### src/rtl/fetch_pkg.sv
`default_nettype none
// ============================================================================
// Module      : fetch_pkg
// Description : Shared types and default constants for the fetch redirect
//               sequencer and its bus watchdog.
// Revision    : 1.0 - initial release
// ============================================================================
package fetch_pkg;

  // Sequencer states
  typedef enum logic [1:0] {
    IDLE     = 2'd0,
    WAIT_BUS = 2'd1,
    REDIRECT = 2'd2,
    SETTLE   = 2'd3
  } fetch_ctl_state_t;

  // Which kind of redirect is latched
  typedef enum logic [1:0] {
    RC_NONE = 2'd0,
    RC_TRAP = 2'd1,
    RC_BJ   = 2'd2
  } redirect_cause_t;

  localparam int unsigned c_SETTLE_CYCLES_DEF = 1;
  localparam int unsigned c_BUSY_TIMEOUT_DEF  = 1024;

endpackage
`default_nettype wire

### src/rtl/fetch_wdog.sv
`default_nettype none
// ============================================================================
// Module      : fetch_wdog
// Description : Instcache bus-hang watchdog. Counts consecutive ic_busy
//               cycles (saturating) and raises a sticky hang_err once the
//               run length reaches BUSY_TIMEOUT.
// Revision    : 1.0 - initial release
// ============================================================================
module fetch_wdog
  import fetch_pkg::*;
#(
  parameter int unsigned BUSY_TIMEOUT = c_BUSY_TIMEOUT_DEF
) (
  input  logic clk,
  input  logic rst_n,
  input  logic ic_busy,
  output logic hang_err
);

  localparam int unsigned           c_cnt_w = $clog2(BUSY_TIMEOUT + 1);
  localparam logic [c_cnt_w-1:0]    c_limit = c_cnt_w'(BUSY_TIMEOUT);
  localparam logic [c_cnt_w-1:0]    c_one   = c_cnt_w'(1);

  logic [c_cnt_w-1:0] r_cnt;
  logic [c_cnt_w-1:0] w_cnt_nxt;
  logic               r_hang;

  // Next busy-run length: reset on an idle bus, saturate at the limit
  always_comb begin
    w_cnt_nxt = r_cnt;
    if (!ic_busy) begin
      w_cnt_nxt = '0;
    end else if (r_cnt != c_limit) begin
      w_cnt_nxt = r_cnt + c_one;
    end
  end

  // Counter register and sticky hang flag (set the cycle the limit is reached)
  always_ff @(posedge clk or negedge rst_n) begin
    if (!rst_n) begin
      r_cnt  <= '0;
      r_hang <= 1'b0;
    end else begin
      r_cnt <= w_cnt_nxt;
      if (w_cnt_nxt == c_limit) begin
        r_hang <= 1'b1;
      end
    end
  end

  assign hang_err = r_hang;

endmodule
`default_nettype wire

### src/rtl/fetch_ctl.sv
`default_nettype none
// ============================================================================
// Module      : fetch_ctl
// Description : Front-end redirect and stall sequencer. Prioritises trap over
//               branch/jump redirects, holds them while instcache has a bus
//               transaction in flight, issues one redirect pulse and then
//               flushes stage_if_id for a settle window.
// Revision    : 1.0 - initial release
// ============================================================================
module fetch_ctl
  import fetch_pkg::*;
#(
  parameter int unsigned XLEN          = 64,
  parameter int unsigned SETTLE_CYCLES = c_SETTLE_CYCLES_DEF,
  parameter int unsigned BUSY_TIMEOUT  = c_BUSY_TIMEOUT_DEF
) (
  input  logic            clk,
  input  logic            rst_n,
  input  logic            trap_req,
  input  logic [XLEN-1:0] trap_target,
  input  logic            bj_req,
  input  logic [XLEN-1:0] bj_target,
  input  logic            back_stall,
  input  logic            ic_busy,
  output logic            stall,
  output logic            clear,
  output logic            trap_en,
  output logic [XLEN-1:0] trap_pc,
  output logic            bj_en,
  output logic [XLEN-1:0] bj_pc,
  output logic            redirect_pending,
  output logic            hang_err
);

  // Targets are halfword aligned at most: bit 0 is dropped, bit 1 kept
  localparam logic [XLEN-1:0] c_align_mask = {{(XLEN-1){1'b1}}, 1'b0};
  // Settle counter reloads to SETTLE_CYCLES-1 so SETTLE lasts SETTLE_CYCLES
  localparam logic [1:0]      c_settle_load = 2'(SETTLE_CYCLES - 1);

  fetch_ctl_state_t r_state, w_state_nxt;
  redirect_cause_t  r_cause, w_cause_nxt;
  logic [XLEN-1:0]  r_target, w_target_nxt;
  logic [1:0]       r_settle_cnt, w_settle_nxt;

  logic             w_trap_en_nxt, w_bj_en_nxt, w_clear_nxt, w_pending_nxt;
  logic [XLEN-1:0]  w_trap_pc_nxt, w_bj_pc_nxt;

  logic             r_trap_en, r_bj_en, r_clear, r_pending;
  logic [XLEN-1:0]  r_trap_pc, r_bj_pc;

  // State, latched redirect and settle counter registers
  always_ff @(posedge clk or negedge rst_n) begin
    if (!rst_n) begin
      r_state      <= IDLE;
      r_cause      <= RC_NONE;
      r_target     <= '0;
      r_settle_cnt <= '0;
    end else begin
      r_state      <= w_state_nxt;
      r_cause      <= w_cause_nxt;
      r_target     <= w_target_nxt;
      r_settle_cnt <= w_settle_nxt;
    end
  end

  // Next-state logic: accept/overwrite requests and sequence the flush
  always_comb begin
    w_state_nxt  = r_state;
    w_cause_nxt  = r_cause;
    w_target_nxt = r_target;
    w_settle_nxt = r_settle_cnt;
    case (r_state)
      IDLE: begin
        if (trap_req) begin
          w_cause_nxt  = RC_TRAP;
          w_target_nxt = trap_target & c_align_mask;
        end else if (bj_req) begin
          w_cause_nxt  = RC_BJ;
          w_target_nxt = bj_target & c_align_mask;
        end
        if (trap_req || bj_req) begin
          w_state_nxt = ic_busy ? WAIT_BUS : REDIRECT;
        end
      end
      WAIT_BUS: begin
        // A trap supersedes whatever is pending; late branches are dropped
        if (trap_req) begin
          w_cause_nxt  = RC_TRAP;
          w_target_nxt = trap_target & c_align_mask;
        end
        if (!ic_busy) begin
          w_state_nxt = REDIRECT;
        end
      end
      REDIRECT: begin
        w_state_nxt  = SETTLE;
        w_settle_nxt = c_settle_load;
      end
      SETTLE: begin
        if (r_settle_cnt == 2'd0) begin
          w_state_nxt = IDLE;
          w_cause_nxt = RC_NONE;
        end else begin
          w_settle_nxt = r_settle_cnt - 2'd1;
        end
      end
      default: begin
        w_state_nxt = IDLE;
        w_cause_nxt = RC_NONE;
      end
    endcase
  end

  // Output logic: values the output flops take for the upcoming state
  always_comb begin
    w_trap_en_nxt = (w_state_nxt == REDIRECT) && (w_cause_nxt == RC_TRAP);
    w_bj_en_nxt   = (w_state_nxt == REDIRECT) && (w_cause_nxt == RC_BJ);
    w_clear_nxt   = (w_state_nxt == REDIRECT) || (w_state_nxt == SETTLE);
    w_pending_nxt = (w_state_nxt == WAIT_BUS);
    w_trap_pc_nxt = w_trap_en_nxt ? w_target_nxt : r_trap_pc;
    w_bj_pc_nxt   = w_bj_en_nxt   ? w_target_nxt : r_bj_pc;
  end

  // Registered outputs toward pc_ctl and stage_if_id
  always_ff @(posedge clk or negedge rst_n) begin
    if (!rst_n) begin
      r_trap_en <= 1'b0;
      r_bj_en   <= 1'b0;
      r_clear   <= 1'b0;
      r_pending <= 1'b0;
      r_trap_pc <= '0;
      r_bj_pc   <= '0;
    end else begin
      r_trap_en <= w_trap_en_nxt;
      r_bj_en   <= w_bj_en_nxt;
      r_clear   <= w_clear_nxt;
      r_pending <= w_pending_nxt;
      r_trap_pc <= w_trap_pc_nxt;
      r_bj_pc   <= w_bj_pc_nxt;
    end
  end

  fetch_wdog #(
    .BUSY_TIMEOUT (BUSY_TIMEOUT)
  ) u_wdog (
    .clk      (clk),
    .rst_n    (rst_n),
    .ic_busy  (ic_busy),
    .hang_err (hang_err)
  );

  // Stall must react to the hazard in the same cycle, so it stays combinational
  assign stall            = back_stall | (r_state != IDLE);
  assign clear            = r_clear;
  assign trap_en          = r_trap_en;
  assign trap_pc          = r_trap_pc;
  assign bj_en            = r_bj_en;
  assign bj_pc            = r_bj_pc;
  assign redirect_pending = r_pending;

endmodule
`default_nettype wire

### config.mk
export PLATFORM = sky130hd
export DESIGN_NAME = fetch_ctl
export DESIGN_NICKNAME = d
export VERILOG_FILES = /design/src/rtl/fetch_pkg.sv /design/src/rtl/fetch_wdog.sv /design/src/rtl/fetch_ctl.sv
export SDC_FILE = /design/constraint.sdc
export NUM_CORES = 1
export LEC_CHECK = 0
export CAP_MARGIN = 40
export CORE_MARGIN = 2
export CORE_UTILIZATION = 50
export CTS_CLUSTER_SIZE = 20
export DETAILED_ROUTE_END_ITERATION = 8
export DONT_BUFFER_PORTS = 1
export PLACE_DENSITY = 0.69
export SLEW_MARGIN = 15
export SYNTH_ARGS = -nofsm -noshare
export SYNTH_HDL_FRONTEND = slang
export SYNTH_SLANG_ARGS = --single-unit
### constraint.sdc
create_clock -name clk -period 3.1 [get_ports clk]
set_clock_uncertainty 0.05 [all_clocks]
set_input_delay 0.62 -clock clk [delete_from_list [all_inputs] [get_ports clk]]
set_output_delay 0.62 -clock clk [all_outputs]
set_load 0.005 [all_outputs]
==> summary.md, run 1 <==
The checks that failed: hold timing. In this run the static leakage power is 4.06 nW. The worst setup path is launched from a flip-flop. The number of nets produced by synthesis was 885. Entering global routing, the biggest net connects 215 pins. The first global-routing pass estimated 38800 um of wire. For the final-layout worst hold slack, the log shows -231 ps. In this run switching power makes up 35.8% of total power.

The design area was 10100 um2; the count of flip-flops with a built-in enable after synthesis was 0. The pin slew with the least headroom to its limit is 796 ps. By startpoint and endpoint, the worst setup path is classified as flip-flop to flip-flop. In the final design database the tool counted 867 nets. After the first detailed-routing iteration, the DRC count stood at 421. The later pin in the worst-skew pair is clocked with a latency of 490 ps. The cell with the most instances after synthesis is sky130_fd_sc_hd__dfrtp_1. The tools report the number of rows created at floorplan as 49. The number of slew-limit violations in the final report was 0.

Cell internal power was estimated by the tool at 7.05 mW. For the worst endpoint required time, the log shows 3420 ps. The proportion of synthesized chip area in sequential cells was 57.7%. The count of inserted antenna diode cells was 0; the cell area after synthesis was 9280 um2. The tools report the H-tree depth as 1. Cells with a size suffix above 1 make up 11.5% of the layout. STA classifies the critical path endpoint as a flip-flop. The logs give 214 for the total clock sinks and 15700 um for the estimated wirelength of the detail-placed design.

The maximum fanout along the worst path is 31, and the top-level port count is 268. The via density per instance was 6.75; the final total negative setup slack was 0 ps. The number of buffers added for setup after CTS was 0; the fill cell total of the finished layout was 1478.

The share of flip-flops with an asynchronous set or reset after synthesis came out at 100%. After clock tree synthesis, the clock-pin slew on the worst setup and hold paths is 60 ps. Setup repair after global routing left no endpoint under its margin. Derived from the worst setup path, the maximum achievable clock frequency is 0.398 GHz.

Input and output buffers added on the ports amount to 0. For this configuration, the core starts out at a cell density of 51.3%. The flow ran to the end, but the final reports show violations. The Yosys step of the flow raised 0 warnings. The final-report hold violation count is 214. The library cell used as clock root buffer is sky130_fd_sc_hd__clkbuf_16. The horizontal die dimension is 140 um, and the chip height is 140 um. The run gives 0 as the number of max-capacitance violations reported. The commonest cells after synthesis are 214 x sky130_fd_sc_hd__dfrtp_1, 126 x sky130_fd_sc_hd__o22ai_1, 102 x sky130_fd_sc_hd__mux2_1.

The congestion estimate from routability-driven global placement came to 0.846. The tools report the remaining design rule violation count as 0. For this run, the detailed router's first-pass iteration total came to 5. The biggest area contributor in the post-synthesis netlist is sky130_fd_sc_hd__dfrtp_1. The logs give 0 for the count of cells resized by post-cts repair and 22.6% for the portion of total power attributed to the clock network.

For this design the total switching power over the nets is 3.93 mW. The number of antenna violations at the first check in global routing was 0. Setup violation total in the final timing report: 0. In this run the tightest slew margin relative to its limit is 47.0%. For the area of the core, the log shows 18100 um2.

Global routing finished with a remaining overflow of 0. At the worst endpoint, the arrival time is 2830 ps. The post-route clock period utilization was 81.0%; the number of global-route vias before repair was 7038.

The total of flip-flops plus latches after synthesis is 214. Combinational cells account for 30.2% of the total power. For this run, the leading register cell type out of synthesis is sky130_fd_sc_hd__dfrtp_1. The longest clock path from root to sink contains 3 buffers. The run gives 6551 as the total vias in the final route. The routed length per instance works out to 25.3 um. TritonCTS built the clock tree. The area share of the leading cell type in the synthesized netlist is 57.7%, and the maximum vdd drop is 0.562 mV. The power density relative to cell area works out to 1090 nW/um2. Antenna violation net count after detailed routing: 0. In this run the worst hold path is classified as input pin to async pin. The instance count of the mapped netlist was 748; the die footprint was 19700 um2. The count of different cell masters after synthesis is 46, and the average instance area after synthesis is 12.4 um2. Once placement finished, the instance area stood at 9420 um2.

For this block, the routed nets add up to 24600 um of wire. Registers are responsible for 47.2% of the overall power. The number of CTS-inserted buffers was 23.

In the post-synthesis netlist, the biggest area contributors are sky130_fd_sc_hd__dfrtp_1 58%, sky130_fd_sc_hd__mux2_1 12%, sky130_fd_sc_hd__o22ai_1 8.5%. Global routing consumed, over all layers together, 24.6% of the routing resources. From synthesis to final layout, the design area changed by 8.72%. The time the final worst path needs with I/O delays and setup works out to 2510 ps.
[registers in the layout, indices dropped and copies added (netlist names)]
register and flops:
bj_pc 64, r_target 64, trap_pc 64, u_wdog.r_cnt 11
r_cause 2, r_settle_cnt 2, r_state 2, bj_en 1
clear 1, redirect_pending 1, trap_en 1, u_wdog.hang_err 1
[worst paths after layout]
path | from | endpoint | slack [ps] | cells past startpoint
min in group clk | trap_target[47] | r_target[47] | 290 | 2
hold reg to reg | u_wdog.hang_err | u_wdog.hang_err | 460 | 1
hold / removal | rst_n | bj_pc[12] | -230 | 0
max in group asynchronous | rst_n | r_target[48] | 2860 | 0
setup reg to reg | r_settle_cnt[0] | bj_pc[63] | 590 | 8
setup / recovery | r_settle_cnt[0] | bj_pc[63] | 590 | 8
[kinds of logic after synthesis]
family / Yosys count / share of synthesized area (%)
AOI/OAI and AO/OA: 260 / 18.2
xor gates and xnor gates: 8 / 0.755
adders and majority gates: 3 / 0.405
buffers and inverters: 72 / 3.96
DFF: 214 / 57.7
muxes: 128 / 15.5
and+or+nand+nor: 63 / 3.42
[layout by cell type, fill, tap and decap left out, types with 7 or more instances in the layout]
master and n:
sky130_fd_sc_hd__a21oi_1 72, sky130_fd_sc_hd__buf_4 14, sky130_fd_sc_hd__clkbuf_16 23, sky130_fd_sc_hd__dfrtp_1 213, sky130_fd_sc_hd__inv_1 7, sky130_fd_sc_hd__mux2_1 102
sky130_fd_sc_hd__mux2_2 25, sky130_fd_sc_hd__nand2_1 10, sky130_fd_sc_hd__nand3_1 8, sky130_fd_sc_hd__nor2_1 18, sky130_fd_sc_hd__o22a_1 45, sky130_fd_sc_hd__o22ai_1 126
[power groups by stage]
stage / registers (mW) / logic, mW / clock network (mW)
floorplan: 4.83 / 2.64 / 0
global placement: 5.15 / 3.12 / 0
detailed placement: 5.20 / 3.33 / 0
CTS: 5.18 / 3.34 / 2.53
global route: 5.33 / 3.69 / 2.66
finish: 5.19 / 3.31 / 2.48
[cell type report]
| cell class | instances | area, um2 | share of cell area [%] |
|---|---|---|---|
| clock buffer | 33 | 653 | 6.47 |
| tap | 229 | 287 | 2.84 |
| multi-input combinational | 462 | 3560 | 35.3 |
| clock inverter | 4 | 20.0 | 0.198 |
| inverter | 12 | 46.3 | 0.459 |
| sequential | 214 | 5360 | 53.1 |
| timing repair buffer | 17 | 165 | 1.64 |
[worst max-delay path, cell delays in order, from the launching register on]
cell and delay (ps):
sky130_fd_sc_hd__dfrtp_1 370, sky130_fd_sc_hd__inv_1 70, sky130_fd_sc_hd__ha_1 240, sky130_fd_sc_hd__nand2_1 130
sky130_fd_sc_hd__nand3_1 110, sky130_fd_sc_hd__a221o_1 390, sky130_fd_sc_hd__clkinv_2 350, sky130_fd_sc_hd__buf_12 280
sky130_fd_sc_hd__mux2_2 370
[metal layers]
| metal | track usage [%] | vias to the layer above | wire length (um) |
|---|---|---|---|
| met2 | 40.4 | 356 | 12100 |
| li1 | - | 2801 | - |
| met3 | 8.48 | 58 | 2520 |
| met4 | 9.46 | 0 | 782 |
| met5 | 0 | - | 0 |
| met1 | 30.2 | 3336 | 9170 |
[stage by stage]
step	worst slack [ps]	hold WS [ps]	power [mW]	util (%)	cells
2_1_floorplan	801	274	7.47	-	748
3_3_place_gp	507	279	8.27	52.1	934
3_5_place_dp	457	277	8.54	52.1	934
4_1_cts	594	-245	11.0	55.8	971
5_1_grt	488	-249	11.7	55.8	971
6_report	588	-231	11.0	55.8	971
Power figures use the tool's default switching activity.
==> run 2, diff against run 1 <==
==> constraint.sdc (replaced) <==
create_clock -name clk -period 2.42 [get_ports clk]
set_clock_uncertainty 0.05 [all_clocks]
set_input_delay 0.484 -clock clk [delete_from_list [all_inputs] [get_ports clk]]
set_output_delay 0.484 -clock clk [all_outputs]
set_load 0.005 [all_outputs]
==> summary.md, run 2 (synthesized netlist as in run 1, its figures left out) <==
The tools report the internal power contribution as 9.75 mW (was 7.05 mW). For the number of antenna violations at the first check in global routing, the log shows 1 (was 0). The die footprint is 19700 um2 (unchanged).

The met1 layer usage reported by global route came out at 30.6% (was 30.2%). Violations in the final reports: hold timing (unchanged). Setup violation total in the final timing report: 0 (unchanged). The nature of the critical path startpoint was a flip-flop (unchanged). The max-slew headroom at the worst pin is 62.1% (was 47.0%), and the time the final worst path needs with I/O delays and setup is 2270 ps (was 2510 ps). The fraction of layout cells with a size suffix above 1 was 13.3% (was 11.5%); the post-route clock period utilization was 93.6% (was 81.0%). Routed length per instance: 25.3 um (about the same).

Depth of the critical timing path with buffers and inverters included: 8 (unchanged). For the initial standard-cell utilization of the core, the log shows 51.3% (unchanged). The via density per instance is 6.67 (was 6.75), and the number of rows created at floorplan is 49 (unchanged). The tools report the estimated wirelength of the detail-placed design as 15500 um (was 15700 um). For the number of max-capacitance violations reported, the log shows 0 (unchanged). The layout overhead on the synthesized area was 11.6% (was 8.72%); the total clock sinks was 214 (unchanged). Number of nets in the layout: 871 (was 867).

The cell type group with the largest total delay on the critical path is buffers and inverters (unchanged). The power density relative to cell area was 1450 nW/um2 (was 1090 nW/um2); the number of placed cells counting well taps was 935 (was 934). The number of iterations in the first detailed-routing pass came out at 5 (unchanged). The arrival time of the worst setup path is 2600 ps (was 2830 ps), and the number of global-route vias before repair is 6854 (was 7038). The delay of the slowest cell on the worst path is 390 ps (about the same), and the chip height is 140 um (unchanged). The logs give 214 (unchanged) for the final-report hold violation count and 1 (unchanged) for the H-tree depth. Highest-count cells in the layout ignoring fill and taps: 213 x sky130_fd_sc_hd__dfrtp_1, 126 x sky130_fd_sc_hd__o22ai_1, 102 x sky130_fd_sc_hd__mux2_1 (unchanged). The start-to-end type of the worst setup path was flip-flop to flip-flop (unchanged). The type of element capturing the critical path is a flip-flop (unchanged).

The logs give 0 (unchanged) for the number of slew-limit violations in the final report and 24.4% (was 24.6%) for the total routing resource utilization after global routing. The logs give 0 (unchanged) for the leftover overflow at the end of global routing and 4.19 nW (was 4.06 nW) for the total leakage power. The final worst slack is 155 ps (was 588 ps), and the switching share of total power is 34.9% (was 35.8%). The worst-case reg-to-reg path depth is 8 (unchanged). The tools report the weighted congestion at the end of routability-driven global placement as 0.875 (was 0.846).

The cell that appears most often on the critical path is sky130_fd_sc_hd__nand2_1. The library cell used as clock root buffer is sky130_fd_sc_hd__clkbuf_16 (unchanged). The maximum vdd drop is 0.896 mV (was 0.562 mV), and the number of CTS-inserted buffers is 23 (unchanged).

The net switching power is 5.24 mW (was 3.93 mW). The part of the power in registers was 44.5% (was 47.2%); the maximum fanout along the worst path was 26 (was 31). The logs give 500 ps (was 490 ps) for the clock insertion delay at the later pin of the skew report and 6532 (was 6551) for the total vias in the final route. The total wirelength of the detailed-routed design was 24800 um (was 24600 um); the count of input and output buffers was 0 (unchanged). The post-placement setup slack came out at 80.2 ps (was 457 ps). Achievable clock frequency: 0.441 GHz (was 0.398 GHz). The remaining design rule violation count was 0 (unchanged). For the portion of total power attributed to the clock network, the log shows 26.5% (was 22.6%). The tools report the end of the worst register-to-register path as trap_pc[7] (was bj_pc[63]). The logs give 215 (unchanged) for the largest net degree at the start of global routing and -368 ps (was -231 ps) for the final-layout worst hold slack. The maximum clock insertion buffer count is 3 (unchanged), and the count of inserted antenna diode cells is 0 (unchanged).

The reg-to-reg critical path startpoint was r_settle_cnt[0] (unchanged). The end point of the critical path is trap_pc[7] (was bj_pc[63]). The run gives 18100 um2 (unchanged) as the area of the core. Master of the slowest instance on the critical path: sky130_fd_sc_hd__a2111oi_4 (was sky130_fd_sc_hd__a221o_1). TritonCTS built the clock tree. For the share of total power in combinational logic, the log shows 29.0% (was 30.2%). Peak-usage layer in the global routing report: met2 (unchanged). The tools report the DRC violation total after the first TritonRoute iteration as 460 (was 421). The worst endpoint required time was 2750 ps (was 3420 ps); the fill cell total of the finished layout was 1429 (was 1478). The top-level port count was 268 (unchanged); the register clock-pin slew on the reported worst setup and hold paths was 70 ps (was 60 ps). Cell chain of the critical path: inv_1 -> ha_1 -> nand2_1 -> nand2_1 -> a2111oi_4 -> buf_4 -> clkbuf_16 -> mux2_2 (was inv_1 -> ha_1 -> nand2_1 -> nand3_1 -> a221o_1 -> clkinv_2 -> buf_12 -> mux2_2). The worst-case register-to-register setup slack was 150 ps (was 590 ps); the met2 track utilization from global routing was 40.3% (was 40.4%). Launch point of the critical path: r_settle_cnt[0] (unchanged). The tools report the first-pass GRT wire length as 38400 um (was 38800 um). The count of non-filler cells in the finished layout is 980 (was 971), and the pin slew with the least headroom to its limit is 566 ps (was 796 ps). Most frequent standard cell in the layout excluding fill and tap cells: sky130_fd_sc_hd__dfrtp_1 (unchanged).

The horizontal die dimension was 140 um (unchanged); the global routing met3 resource utilization was 8.03% (was 8.48%). The buffer and inverter count on the worst path works out to 3 (unchanged). The flow ran to the end, but the final reports show violations. The tools report the antenna violation net count after detailed routing as 0 (unchanged).

Path type of the worst min-delay path: input pin to async pin (unchanged).
[run 2: cell count changes in the layout (fill, tap and decap cells not counted), moves of 2 or more]
cell,delta
sky130_fd_sc_hd__inv_6,+2
sky130_fd_sc_hd__clkinv_4,+2
sky130_fd_sc_hd__clkbuf_1,-6
sky130_fd_sc_hd__bufinv_16,+6
[run 2: how the worst min path moves through the flow]
stage,startpoint,cells past startpoint,to
final,rst_n,0,trap_pc[12]
after global routing,rst_n,0,bj_pc[11]
after CTS,rst_n,0,bj_pc[11]
after detailed placement,rst_n,0,trap_pc[12]
after global placement,rst_n,0,bj_pc[12]
after floorplan,rst_n,0,bj_en
[run 2: cell type report]
| class | instances | area, um2 | share of cell area, % |
|---|---|---|---|
| flip-flops and latches | 214 | 5360 | 51.7 |
| multi-input cells | 462 | 3560 | 34.4 |
| clock buffers | 27 | 631 | 6.09 |
| well taps | 229 | 287 | 2.77 |
| clock inverters | 15 | 243 | 2.34 |
| repair buffers | 21 | 233 | 2.25 |
| inverters | 12 | 46.3 | 0.447 |
[run 2: routing by layer]
layer  vias to the layer above  wire length [um]
met3                        57              2660
li1                       2806                 -
met1                      3280              9230
met2                       389             12200
met5                         -                 0
met4                         0               708
[run 2: timing repair]
action                                  in CTS  in global routing
endpoints found under the setup margin       0                 65
setup buffers                                0                  2
hold endpoints to repair                   214                214
gates resized for setup                      0                  4
[run 2: per-stage QoR]
step           hold slack (ps)  utilization, %  setup TNS, ps  area, um2  total power, mW
6_report                  -368            57.3              0      10400             15.0
5_1_grt                   -400            57.3          -37.5      10400             15.8
4_1_cts                   -396            57.1              0      10300             15.0
3_5_place_dp               143            52.2              0       9450             11.0
3_3_place_gp               143            52.2              0       9450             10.6
2_1_floorplan              138               -              0       9280             9.57
[run 2: power groups by stage]
stage          logic (mW)  registers (mW)  clock network (mW)
2_1_floorplan        3.38            6.18                   0
3_3_place_gp         4.01            6.61                   0
3_5_place_dp         4.29            6.70                   0
4_1_cts              4.30            6.66                4.05
5_1_grt              4.79            6.84                4.19
6_report             4.35            6.67                3.97
